<file path="src/rtl/ula_pkg.sv">
// ula_pkg: shared encodings for the sequential ULA.
//   op_e    : operation select (sum, sub, mult, div)
//   state_e : control FSM states of ula_seq
package ula_pkg;

  typedef enum logic [1:0] {
    OP_SUM  = 2'd0,
    OP_SUB  = 2'd1,
    OP_MULT = 2'd2,
    OP_DIV  = 2'd3
  } op_e;

  typedef enum logic [1:0] {
    ST_IDLE = 2'd0,
    ST_CALC = 2'd1,
    ST_DONE = 2'd2
  } state_e;

endpackage

</file>
<file path="src/rtl/ula_iter_core.sv">
// ula_iter_core: shared iterative datapath for mult (shift-add) and div (restoring).
// Both operations use the same hi/lo shift pair and iteration counter.
//   clk, rst_n  : clock, asynchronous active-low reset
//   start_i     : load hi=0, lo=a_i, counter=W-1
//   step_i      : perform one iteration
//   is_div_i    : 1 selects restoring division, 0 selects shift-add multiply
//   a_i, b_i    : operand A (loaded on start), operand B (held stable by the caller)
//   last_o      : the current step is the final one
//   hi_next_o   : post-step hi (mult: product high half, div: remainder)
//   lo_next_o   : post-step lo (mult: product low half, div: quotient)
module ula_iter_core #(
  parameter int unsigned W = 4
) (
  input  logic         clk,
  input  logic         rst_n,
  input  logic         start_i,
  input  logic         step_i,
  input  logic         is_div_i,
  input  logic [W-1:0] a_i,
  input  logic [W-1:0] b_i,
  output logic         last_o,
  output logic [W-1:0] hi_next_o,
  output logic [W-1:0] lo_next_o
);

  localparam int unsigned CntW = $clog2(W);

  logic [W-1:0]    hi_q, hi_d;
  logic [W-1:0]    lo_q, lo_d;
  logic [CntW-1:0] cnt_q, cnt_d;

  logic [W:0]   mul_sum;
  logic [W-1:0] mul_hi, mul_lo;
  logic [W:0]   div_shift;
  logic         div_ge;
  logic [W-1:0] div_diff;
  logic [W-1:0] div_hi, div_lo;
  logic [W-1:0] step_hi, step_lo;

  always_comb begin
    // Multiply: add B to the high half when the low bit is set, then shift the pair right.
    mul_sum = {1'b0, hi_q} + (lo_q[0] ? {1'b0, b_i} : '0);
    mul_hi  = mul_sum[W:1];
    mul_lo  = {mul_sum[0], lo_q[W-1:1]};

    // Divide: shift the next dividend bit into the partial remainder and try subtracting B.
    // The partial remainder stays below B, so a W-bit difference is exact when it is taken.
    div_shift = {hi_q, lo_q[W-1]};
    div_ge    = (div_shift >= {1'b0, b_i});
    div_diff  = div_shift[W-1:0] - b_i;
    div_hi    = div_ge ? div_diff : div_shift[W-1:0];
    div_lo    = {lo_q[W-2:0], div_ge};

    step_hi = is_div_i ? div_hi : mul_hi;
    step_lo = is_div_i ? div_lo : mul_lo;

    hi_d  = hi_q;
    lo_d  = lo_q;
    cnt_d = cnt_q;
    if (start_i) begin
      hi_d  = '0;
      lo_d  = a_i;
      cnt_d = CntW'(W - 1);
    end else if (step_i) begin
      hi_d = step_hi;
      lo_d = step_lo;
      if (cnt_q != '0) begin
        cnt_d = cnt_q - 1'b1;
      end
    end
  end

  always_ff @(posedge clk or negedge rst_n) begin
    if (!rst_n) begin
      hi_q  <= '0;
      lo_q  <= '0;
      cnt_q <= '0;
    end else begin
      hi_q  <= hi_d;
      lo_q  <= lo_d;
      cnt_q <= cnt_d;
    end
  end

  assign last_o    = (cnt_q == '0);
  assign hi_next_o = step_hi;
  assign lo_next_o = step_lo;

endmodule

</file>
<file path="src/rtl/ula_seq.sv">
// ula_seq: sequential W-bit ULA (sum, sub, mult, div) with a start/done handshake.
// Sum/sub and div-by-zero finish in one cycle; mult/div iterate W cycles in ula_iter_core.
// All outputs are registered and held until the next accepted operation writes them.
//   clk, rst_n   : clock, asynchronous active-low reset
//   start        : request, sampled only in IDLE
//   op           : 0 sum, 1 sub, 2 mult, 3 div
//   a, b         : unsigned operands
//   busy         : operation iterating
//   done         : one-cycle pulse with the new result
//   result       : sum / |a-b| / product / quotient (zero-extended, 2W bits)
//   remainder    : div remainder, 0 otherwise
//   carry        : sum carry-out, or mult product wider than W bits
//   neg          : sub with b > a
//   dbz          : div with b == 0
//   zero         : result == 0
module ula_seq
  import ula_pkg::*;
#(
  parameter int unsigned W = 4
) (
  input  logic           clk,
  input  logic           rst_n,
  input  logic           start,
  input  logic [1:0]     op,
  input  logic [W-1:0]   a,
  input  logic [W-1:0]   b,
  output logic           busy,
  output logic           done,
  output logic [2*W-1:0] result,
  output logic [W-1:0]   remainder,
  output logic           carry,
  output logic           neg,
  output logic           dbz,
  output logic           zero
);

  localparam int unsigned RW = 2 * W;

  state_e        state_q, state_d;
  op_e           op_q, op_d;
  logic [W-1:0]  b_q, b_d;
  logic [RW-1:0] result_q, result_d;
  logic [W-1:0]  remainder_q, remainder_d;
  logic          busy_q, busy_d;
  logic          done_q, done_d;
  logic          carry_q, carry_d;
  logic          neg_q, neg_d;
  logic          dbz_q, dbz_d;
  logic          zero_q, zero_d;

  op_e           op_in;
  logic [W:0]    sum_w;
  logic          sub_neg;
  logic [W-1:0]  sub_mag;
  logic [RW-1:0] prod;

  logic          core_start, core_step, core_last;
  logic [W-1:0]  core_hi, core_lo;

  assign op_in   = op_e'(op);
  assign sum_w   = {1'b0, a} + {1'b0, b};
  assign sub_neg = (b > a);
  assign sub_mag = sub_neg ? (b - a) : (a - b);
  assign prod    = {core_hi, core_lo};

  ula_iter_core #(
    .W (W)
  ) u_core (
    .clk       (clk),
    .rst_n     (rst_n),
    .start_i   (core_start),
    .step_i    (core_step),
    .is_div_i  (op_q == OP_DIV),
    .a_i       (a),
    .b_i       (b_q),
    .last_o    (core_last),
    .hi_next_o (core_hi),
    .lo_next_o (core_lo)
  );

  always_comb begin
    state_d     = state_q;
    op_d        = op_q;
    b_d         = b_q;
    result_d    = result_q;
    remainder_d = remainder_q;
    carry_d     = carry_q;
    neg_d       = neg_q;
    dbz_d       = dbz_q;
    zero_d      = zero_q;
    busy_d      = 1'b0;
    done_d      = 1'b0;
    core_start  = 1'b0;
    core_step   = 1'b0;

    unique case (state_q)
      ST_IDLE: begin
        if (start) begin
          op_d = op_in;
          b_d  = b;
          unique case (op_in)
            OP_SUM: begin
              result_d    = RW'(sum_w);
              remainder_d = '0;
              carry_d     = sum_w[W];
              neg_d       = 1'b0;
              dbz_d       = 1'b0;
              zero_d      = (sum_w == '0);
              done_d      = 1'b1;
              state_d     = ST_DONE;
            end
            OP_SUB: begin
              result_d    = RW'(sub_mag);
              remainder_d = '0;
              carry_d     = 1'b0;
              neg_d       = sub_neg;
              dbz_d       = 1'b0;
              zero_d      = (sub_mag == '0);
              done_d      = 1'b1;
              state_d     = ST_DONE;
            end
            OP_MULT: begin
              core_start = 1'b1;
              busy_d     = 1'b1;
              state_d    = ST_CALC;
            end
            OP_DIV: begin
              if (b == '0) begin
                result_d    = '1;
                remainder_d = a;
                carry_d     = 1'b0;
                neg_d       = 1'b0;
                dbz_d       = 1'b1;
                zero_d      = 1'b0;
                done_d      = 1'b1;
                state_d     = ST_DONE;
              end else begin
                core_start = 1'b1;
                busy_d     = 1'b1;
                state_d    = ST_CALC;
              end
            end
            default: ;
          endcase
        end
      end
      ST_CALC: begin
        core_step = 1'b1;
        if (core_last) begin
          // Outputs take the core's post-step value on this final edge.
          if (op_q == OP_MULT) begin
            result_d    = prod;
            remainder_d = '0;
            carry_d     = |core_hi;
            zero_d      = (prod == '0);
          end else begin
            result_d    = RW'(core_lo);
            remainder_d = core_hi;
            carry_d     = 1'b0;
            zero_d      = (core_lo == '0);
          end
          neg_d   = 1'b0;
          dbz_d   = 1'b0;
          done_d  = 1'b1;
          state_d = ST_DONE;
        end else begin
          busy_d = 1'b1;
        end
      end
      ST_DONE: begin
        state_d = ST_IDLE;
      end
      default: begin
        state_d = ST_IDLE;
      end
    endcase
  end

  always_ff @(posedge clk or negedge rst_n) begin
    if (!rst_n) begin
      state_q     <= ST_IDLE;
      op_q        <= OP_SUM;
      b_q         <= '0;
      result_q    <= '0;
      remainder_q <= '0;
      busy_q      <= 1'b0;
      done_q      <= 1'b0;
      carry_q     <= 1'b0;
      neg_q       <= 1'b0;
      dbz_q       <= 1'b0;
      zero_q      <= 1'b0;
    end else begin
      state_q     <= state_d;
      op_q        <= op_d;
      b_q         <= b_d;
      result_q    <= result_d;
      remainder_q <= remainder_d;
      busy_q      <= busy_d;
      done_q      <= done_d;
      carry_q     <= carry_d;
      neg_q       <= neg_d;
      dbz_q       <= dbz_d;
      zero_q      <= zero_d;
    end
  end

  assign busy      = busy_q;
  assign done      = done_q;
  assign result    = result_q;
  assign remainder = remainder_q;
  assign carry     = carry_q;
  assign neg       = neg_q;
  assign dbz       = dbz_q;
  assign zero      = zero_q;

endmodule

</file>
<file path="config.mk">
export PLATFORM = sky130hd
export DESIGN_NAME = ula_seq
export DESIGN_NICKNAME = d
export VERILOG_FILES = /design/src/rtl/ula_pkg.sv /design/src/rtl/ula_iter_core.sv /design/src/rtl/ula_seq.sv
export SDC_FILE = /design/constraint.sdc
export NUM_CORES = 1
export LEC_CHECK = 0
export BUFFER_PORTS_ARGS = -buffer_cell sky130_fd_sc_hd__buf_4
export CAP_MARGIN = 25
export CORE_MARGIN = 2
export CORE_UTILIZATION = 57
export DETAILED_ROUTE_END_ITERATION = 6
export PLACE_DENSITY = 0.85
export SLEW_MARGIN = 20
export SYNTH_ARGS = -nofsm -noshare
export SYNTH_HDL_FRONTEND = slang
export SYNTH_SLANG_ARGS = --single-unit
</file>
<file path="constraint.sdc">
create_clock -name clk -period 3.55 [get_ports clk]
set_input_delay 0.1775 -clock clk [delete_from_list [all_inputs] [get_ports clk]]
set_output_delay 0.1775 -clock clk [all_outputs]
set_load 0.02 [all_outputs]
</file>
# Word-level counts from Yosys, hierarchy flattened
# Index checks and enable logic that the tools add are counted.
[word_totals]
in_bits = 13
word_cells = 112
output_inout_bits = 18
regBits = 36
[classes]
n_eq_ne = 11
n_mux = 60
magnitude_cmp = 2
n_reduce_logical = 19
n_addsub = 6
[op_table]
columns = ["operator", "count"]
rows = [
  ["2-to-1 mux 4 bit", 13],
  ["2-to-1 mux 8 bit", 4],
  ["case mux 8 bit (3 select lines)", 1],
  ["2-to-1 mux 1 bit", 19],
  ["case mux 1 bit (2 select lines)", 9],
  ["case mux 4 bit (2 select lines)", 2],
  ["case mux 8 bit (2 select lines)", 1],
  ["logical NOT 4 bit", 3],
  ["2-to-1 mux 2 bit", 6],
  ["subtractor 4 bit", 3],
  ["AND reduction 5 bit", 2],
  ["case mux 1 bit (3 select lines)", 3],
  ["equality test 2 bit (second input constant)", 4],
  ["logical NOT 8 bit", 1],
  ["nonzero test 2 bit", 4],
  ["logical NOT 2 bit", 3],
  ["case mux 2 bit (3 select lines)", 1],
  ["AND reduction 2 bit", 3],
  ["adder 4 x 4 -> 5 bit", 1],
  ["adder 4 x 5 -> 5 bit", 1],
  [">= comparator 5 x 4 -> 1 bit", 1],
  ["logical NOT 5 bit", 1],
  ["equality test 2 x 1 -> 1 bit (second input constant)", 2],
  ["greater-than comparator 4 bit", 1],
  ["8 further kinds", 9],
]

# Logic depth before layout (Yosys ltp)
# Gate-level depths: netlist (run 1).
[logic_depth]
word_depth = 7
ltp_mapped = 10
ltp_nobuf = 10

# Modules after synthesis
# Synthesis (run 1) repeated with hierarchy kept, for this count alone.
[unflattened]
cells_unflattened = 280
hier_area_um2 = 2586.2
[by_module_without_submodules]
columns = ["module", "area_each_um2", "n_inst", "cells_per_inst"]
rows = [
  ["ula_seq", 1662.8, 1, 178],
  ["ula_iter_core", 923.4, 1, 102],
]

# Least setup slack after synthesis (run 1)
# Ideal clock, no wire load.
[synth_timing]
kind = "register -> register"
from = "register u_core.hi_q[1]"
to = "register carry_q (netlist: carry)"
t_required_ns = 3.430
stages_incl_launch_ff = 8
arrival_time_ns = 2.066
n_path_buf = 0
period_less_slack_ns = 2.186
path_slack_ns = 1.364
path_cell_list = "dfrtp_1 ha_1 o21ai_0 a21oi_1 or3_1 a31oi_1 a41oi_1 a31o_2"
[synth_via]
elab_chain_len = 7
word_cells_on_any_way = 9
cone_classes = "add/sub: 2; order compare: 1; mux: 5; reduce/logical: 1"
[synth_lines]
columns = ["element", "line_no", "source"]
rows = [
  ["from (decl)", "ula_iter_core.sv:28", "logic [W-1:0] hi_q, hi_d;"],
  ["from (signal assigned)", "ula_iter_core.sv:79", "hi_q <= hi_d;"],
  ["subtractor 4 bit / >= comparator 5 x 4 -> 1 bit (equally long branches)", "ula_iter_core.sv:50, ula_iter_core.sv:49", ""],
  ["2-to-1 mux 4 bit", "ula_iter_core.sv:51", "div_hi = div_ge ? div_diff : div_shift[W-1:0];"],
  ["2-to-1 mux 4 bit (*)", "ula_iter_core.sv:54", "step_hi = is_div_i ? div_hi : mul_hi;"],
  ["OR reduction 4 bit (*)", "ula_seq.sv:154", "carry_d = |core_hi;"],
  ["2-to-1 mux 1 bit (*)", "ula_seq.sv:151", "if (op_q == OP_MULT) begin"],
  ["2-to-1 mux 1 bit (*)", "ula_seq.sv:149", "if (core_last) begin"],
  ["case mux 1 bit (2 select lines) (*)", "ula_seq.sv:96", "unique case (state_q)"],
  ["to (signal assigned)", "ula_seq.sv:200", "carry_q <= carry_d;"],
  ["to (decl)", "ula_seq.sv:46", "logic carry_q, carry_d;"],
]
# Mark *: on every way between the ends. The rest lies on a longest branch, timed or not. The select of a mux whose other input is x is not followed.
# A chain may end at the register's enable or synchronous reset.

# Worst setup path in the final report (run 1)
# Ends and elaborated chain as after synthesis.

==> impl_metrics.tcl, run 1 <==
set metrics [dict create \
    worstHoldPathCells 3 \
    yosysTopAreaCell "dfrtp_1" \
    hold_path_class "in2reg" \
    drt_iter0_drc 281 \
    routed_wl_um 6130 \
    seq_area_um2 900.9 \
    cts-root-buf "clkbuf_8" \
    syn_area_per_cell_um2 9.107 \
    skew_ps 3.811 \
    routed_via_density 6.185 \
    grt_pass1_vias 2118 \
    critical-path-max-stage-delay_ps 460 \
    nFillCells 321 \
    grt_overflow_total 0 \
    worst_pin_slew_ps 591.7 \
    syn_inst 269 \
    synth_cell_types 54 \
    critPathMostFrequentCell "o21ai_0" \
    hold_viol 0 \
    cts_max_path_buffers 2 \
    nNetsFinal 339 \
    arrival_ps 2650 \
    clk_latency_ps 300 \
    diodes 0 \
    fmax_ghz 0.4059 \
    whs_ps 141.1 \
    r2r_cells 7 \
    dpl.hpwl_um 4561 \
    die_height_um 69.56 \
    r2r_slack_ps 1090 \
    slowest_stage "dfrtp_1" \
    grt_max_degree 37 \
    synth_edf_count 0 \
    die_x_um 69.56 \
    cp_num_buf_inv 0 \
    antenna_found_initial 0 \
    status "finished, final reports clean" \
    drt_drc_violations_left 0 \
    synth_most_common_cell "dfrtp_1" \
    boundaryPins 31 \
    die-area_um2 4839 \
    critPathTopFamily "compound AO/OA/AOI/OAI gates" \
    power_mw 2.385 \
    grtUsageTotal_pct 27.52 \
    htreeDepth 2 \
    wire_per_inst_um 17.41 \
    synth_nets 307 \
    start_util_pct 60.38 \
    synth_area_um2 2450 \
    yosys_most_used_dff "dfrtp_1" \
    critPathMaxFanout 8 \
    fin_crit_ps 2464 \
    postRouteAntennaNets 0 \
    cts_resized 0 \
    cts.sinks 36 \
    crit_type "reg2reg" \
    vdd_drop_max_mv 0.4761 \
    critPathRequiredTime_ps 3740 \
    async_reset_ff_share_pct 100.0 \
    worstSetupStartpointType "register" \
    io_buffers 30 \
    period_share_pct 69.40 \
    post-cts-setup-buffer-count 0 \
    whs_endpoint "b_q[3]" \
    cts_buffers 5 \
    maxSlewViolCount 0 \
    drv_cap 0 \
    report.final.setup_viol 0 \
    ys_top_cells_by_count "36 x dfrtp_1, 27 x o21ai_0, 22 x nand2_1" \
    drive_above_1_share_pct 17.22 \
    min_from "b[3]" \
    clkTransAtPathRegs_ps 80 \
    crit_chain "ha_1, o21ai_0, a21oi_1, o21ai_0, a31oi_1, a41oi_1, a31o_2" \
    slew_headroom_pct 60.34 \
    synth_area_leaders "dfrtp_1 37%, ha_1 10%, o21ai_0 5.5%" \
    place_congestion 0.9345 \
    ys_warn_count 0 \
    tns_ps 0 \
    first_pass_iters 5 \
    power.leakage_nw 1.351 \
    multi_input_area_um2 1428 \
    grt_setup_unrepaired "no" \
    synth_top_area_share_pct 36.77 \
    row_count 23 \
    yosysSeqAreaShare_pct 36.77 \
    grt_pass1_wl_um 10420 \
    r2r_end "carry" \
    area_growth_pct 15.63 \
    tritoncts "built" \
    coreArea_um2 4058 \
    endpoint_kind "register" \
    power_density_nw_per_um2 842.1 \
    timing.rr.start "u_core.hi_q[1]" \
    dr_total_vias 2177 \
    synth-seq-cells 36 \
]
[kinds of logic after synthesis]
kind of cell             Yosys count  share of synthesized area, %
AND/OR/NAND/NOR                   82                         17.62
AO/OA/AOI/OAI                     84                         22.01
XOR/XNOR                           6                         2.145
flip-flops                        36                         36.77
multiplexers                       5                         2.196
adder cells (fa/ha/maj)           25                         14.30
buffers and inverters             31                         4.954
[layout make-up]
type / instances / area share (%)
repair buffers: 35 / 9.364
inverters: 21 / 2.783
well taps: 50 / 2.208
clock buffers: 6 / 2.915
multi-input cells: 202 / 50.40
flip-flops and latches: 36 / 31.80
clock inverters: 2 / 0.5300
[power breakdown]
| part | total [mW] | internal (mW) | switching [mW] |
|---|---|---|---|
| clock | 0.317 | 0.157 | 0.160 |
| sequential | 0.720 | 0.590 | 0.130 |
| combinational | 1.35 | 0.535 | 0.813 |
[per-layer routing]
layer	vias up	wire, um	part of all wire, %	GRT usage, %
met2	105	2856	47	43.16
met4	0	128	2.1	11.76
met3	13	500	8.2	5.669
met1	1038	2645	43	37.04
li1	1021	-	-	-
met5	-	0	0	0
[tightest hold or removal path, cell delays in order]
cell and delay [ps]:
buf_4 120, nand2_1 50, o21ai_0 60
[per-stage QoR]
stage               setup slack, ps  instance area, um2  std cells  util (%)
floorplan                      1364                2450        269         -
global placement               1101                2725        343     67.16
detailed placement             1085                2725        343     67.16
CTS                            1102                2833        352     69.81
global route                  891.0                2833        352     69.81
finish                         1086                2833        352     69.81
[state kept, by name, summed over array words and instances (netlist names), 2 cells and up]
signal / flops
state_q: 2
u_core.cnt_q: 2
u_core.lo_q: 4
op_q: 2
u_core.hi_q: 4
remainder: 4
b_q: 4
result: 8
[worst max-delay path by stage]
stage                   start    end  slack [ps]  cells past startpoint
2_1_floorplan  u_core.hi_q[1]  carry        1360                      7
4_1_cts        u_core.hi_q[1]  carry        1100                      7
6_report       u_core.hi_q[1]  carry        1090                      7
3_5_place_dp             b[0]   zero        1080                     11
5_1_grt        u_core.hi_q[1]  carry         890                      7
3_3_place_gp             b[0]   zero        1100                     11
[layout by cell type, fill, tap and decap left out, types with 3 or more instances in the layout]
| cell type | n |
|---|---|
| nand4_1 | 3 |
| nand3_1 | 9 |
| xnor2_1 | 5 |
| a21o_1 | 5 |
| nor2_1 | 13 |
| a31oi_1 | 4 |
| nand2_1 | 22 |
| fa_1 | 5 |
| o31ai_1 | 3 |
| inv_1 | 20 |
| clkbuf_8 | 6 |
| nand2b_1 | 12 |
| ha_1 | 20 |
| dfrtp_1 | 36 |
| buf_4 | 34 |
| o21ai_0 | 27 |
| a21oi_1 | 17 |
| a22oi_1 | 5 |
| and2_1 | 7 |
| mux2_2 | 3 |
| o211ai_1 | 3 |
[timing repair]
action	4_1_cts	5_1_grt
hold endpoints to repair	36	0
hold buffers	1	0
setup endpoints to repair	0	0
No activity file was read; power rests on OpenSTA's default activity.
==> run 2: changes to the inputs <==
clock period = 2.5 ns   (was 3.55 ns; I/O delays follow)
==> impl_metrics.tcl, run 2 (same netlist as run 1, synthesis figures left out) <==
set metrics [dict create \
    slowest_stage "dfrtp_1" \
    grt_overflow_total 0 \
    critPathMaxFanout 3 \
    dr_total_vias 2225 \
    htreeDepth 2 \
    area_growth_pct 17.72 \
    drt_iter0_drc 216 \
    cts_resized 0 \
    grt_setup_unrepaired "no" \
    dpl.hpwl_um 4725 \
    place_congestion 0.9331 \
    maxSlewViolCount 0 \
    first_pass_iters 4 \
    multi_input_area_um2 1428 \
    nNetsFinal 346 \
    nFillCells 307 \
    diodes 0 \
    fin_crit_ps 2285 \
    largest_reg_flops 8 \
    report.final.setup_viol 0 \
    start_util_pct 60.38 \
    critPathRequiredTime_ps 2680 \
    drt_drc_violations_left 0 \
    status "finished, final reports clean" \
    period_share_pct 91.40 \
    skew_ps 6.193 \
    antenna_found_initial 0 \
    slew_headroom_pct 59.97 \
    grtUsageTotal_pct 27.17 \
    power_density_nw_per_um2 1210 \
    die_height_um 69.56 \
    coreArea_um2 4058 \
    vdd_drop_max_mv 0.7748 \
    finalInstanceArea_um2 2884 \
    crit_type "reg2reg" \
    drv_cap 0 \
    cts_buffers 5 \
    endpoint_kind "register" \
    hold_viol 0 \
    whs_ps 117.0 \
    die-area_um2 4839 \
    fmax_ghz 0.4376 \
    critical-path-max-stage-delay_ps 420 \
    cts-root-buf "clkbuf_8" \
    hold_path_class "in2reg" \
    power_mw 3.490 \
    wire_per_inst_um 17.15 \
    postRouteAntennaNets 0 \
    cts_max_path_buffers 2 \
    drive_above_1_share_pct 18.83 \
    final_cell_mix "41 x buf_4, 36 x dfrtp_1, 27 x o21ai_0" \
    tns_ps 0 \
    clk_latency_ps 280 \
    grt_max_degree 37 \
    worstSetupStartpointType "register" \
    clkTransAtPathRegs_ps 70 \
    final_common_cell "buf_4" \
    routed_wl_um 6140 \
    cts.sinks 36 \
    grt_pass1_wl_um 10420 \
    worst_pin_slew_ps 599.2 \
    routed_via_density 6.215 \
    grt_pass1_vias 2131 \
    row_count 23 \
    fin_util_pct 71.08 \
    crit_chain "and2_1, ha_1, fa_1, a21o_1, a21oi_1, o32a_1, a41oi_1, a31o_2" \
    seq_area_um2 900.9 \
    io_buffers 30 \
    boundaryPins 31 \
    tritoncts "built" \
    die_x_um 69.56 \
    dpl_cell_area_um2 2778 \
    arrival_ps 2460 \
    power.leakage_nw 1.391 \
]
==> run 2: changes by cell type in the layout (fill, tap and decap cells not counted), sizes merged <==
cell	delta
clkbuf	+1
buf	+7
clkinvlp	-2
==> run 2: worst max-delay path: cells and delay by family, from the launching register on <==
kind	cells	cell delay, ps
simple gates	1	170
fa+ha+maj	2	600
flops	1	420
compound gates	5	1000
==> run 2: cell type report <==
cell class              instances  area share, %
well taps                      50          2.169
repair buffers                 42          11.02
clock buffers                   7          3.341
inverters                      21          2.733
multi-input cells             202          49.50
flip-flops and latches         36          31.24
==> run 2: what timing repair did <==
item | 4_1_cts | 5_1_grt
buffers inserted | 0 | 0
endpoints found under the hold margin | 36 | 0
hold buffers | 1 | 0
==> run 2: layer usage <==
layer	vias to the layer above	wire, um	global-route usage [%]
met5	-	0	0
li1	1039	-	-
met3	6	532	5.233
met1	1076	2617	37.06
met4	0	36	5.882
met2	104	2954	45.19
==> run 2: through the flow <==
stage	std cells	setup WS, ps
after floorplan	269	314.3
after global placement	350	229.4
after detailed placement	350	146.3
after CTS	358	221.0
after global routing	358	11.62
final	358	215.1
==> run 2: power by group <==
| part | switching (mW) | internal (mW) |
|---|---|---|
| combinational | 1.18 | 0.849 |
| clock | 0.199 | 0.245 |
| sequential | 0.179 | 0.839 |
| total | 1.56 | 1.93 |
==> run 2: final timing paths <==
path,start,to,slack (ps),cells past startpoint
min in group asynchronous,rst_n,remainder[2],340,2
setup / recovery,b_q[0],carry,220,8
max in group asynchronous,rst_n,u_core.cnt_q[0],1850,2
hold reg to reg,dbz,dbz,480,1
hold / removal,a[3],u_core.lo_q[3],120,3
setup reg to reg,b_q[0],carry,220,8
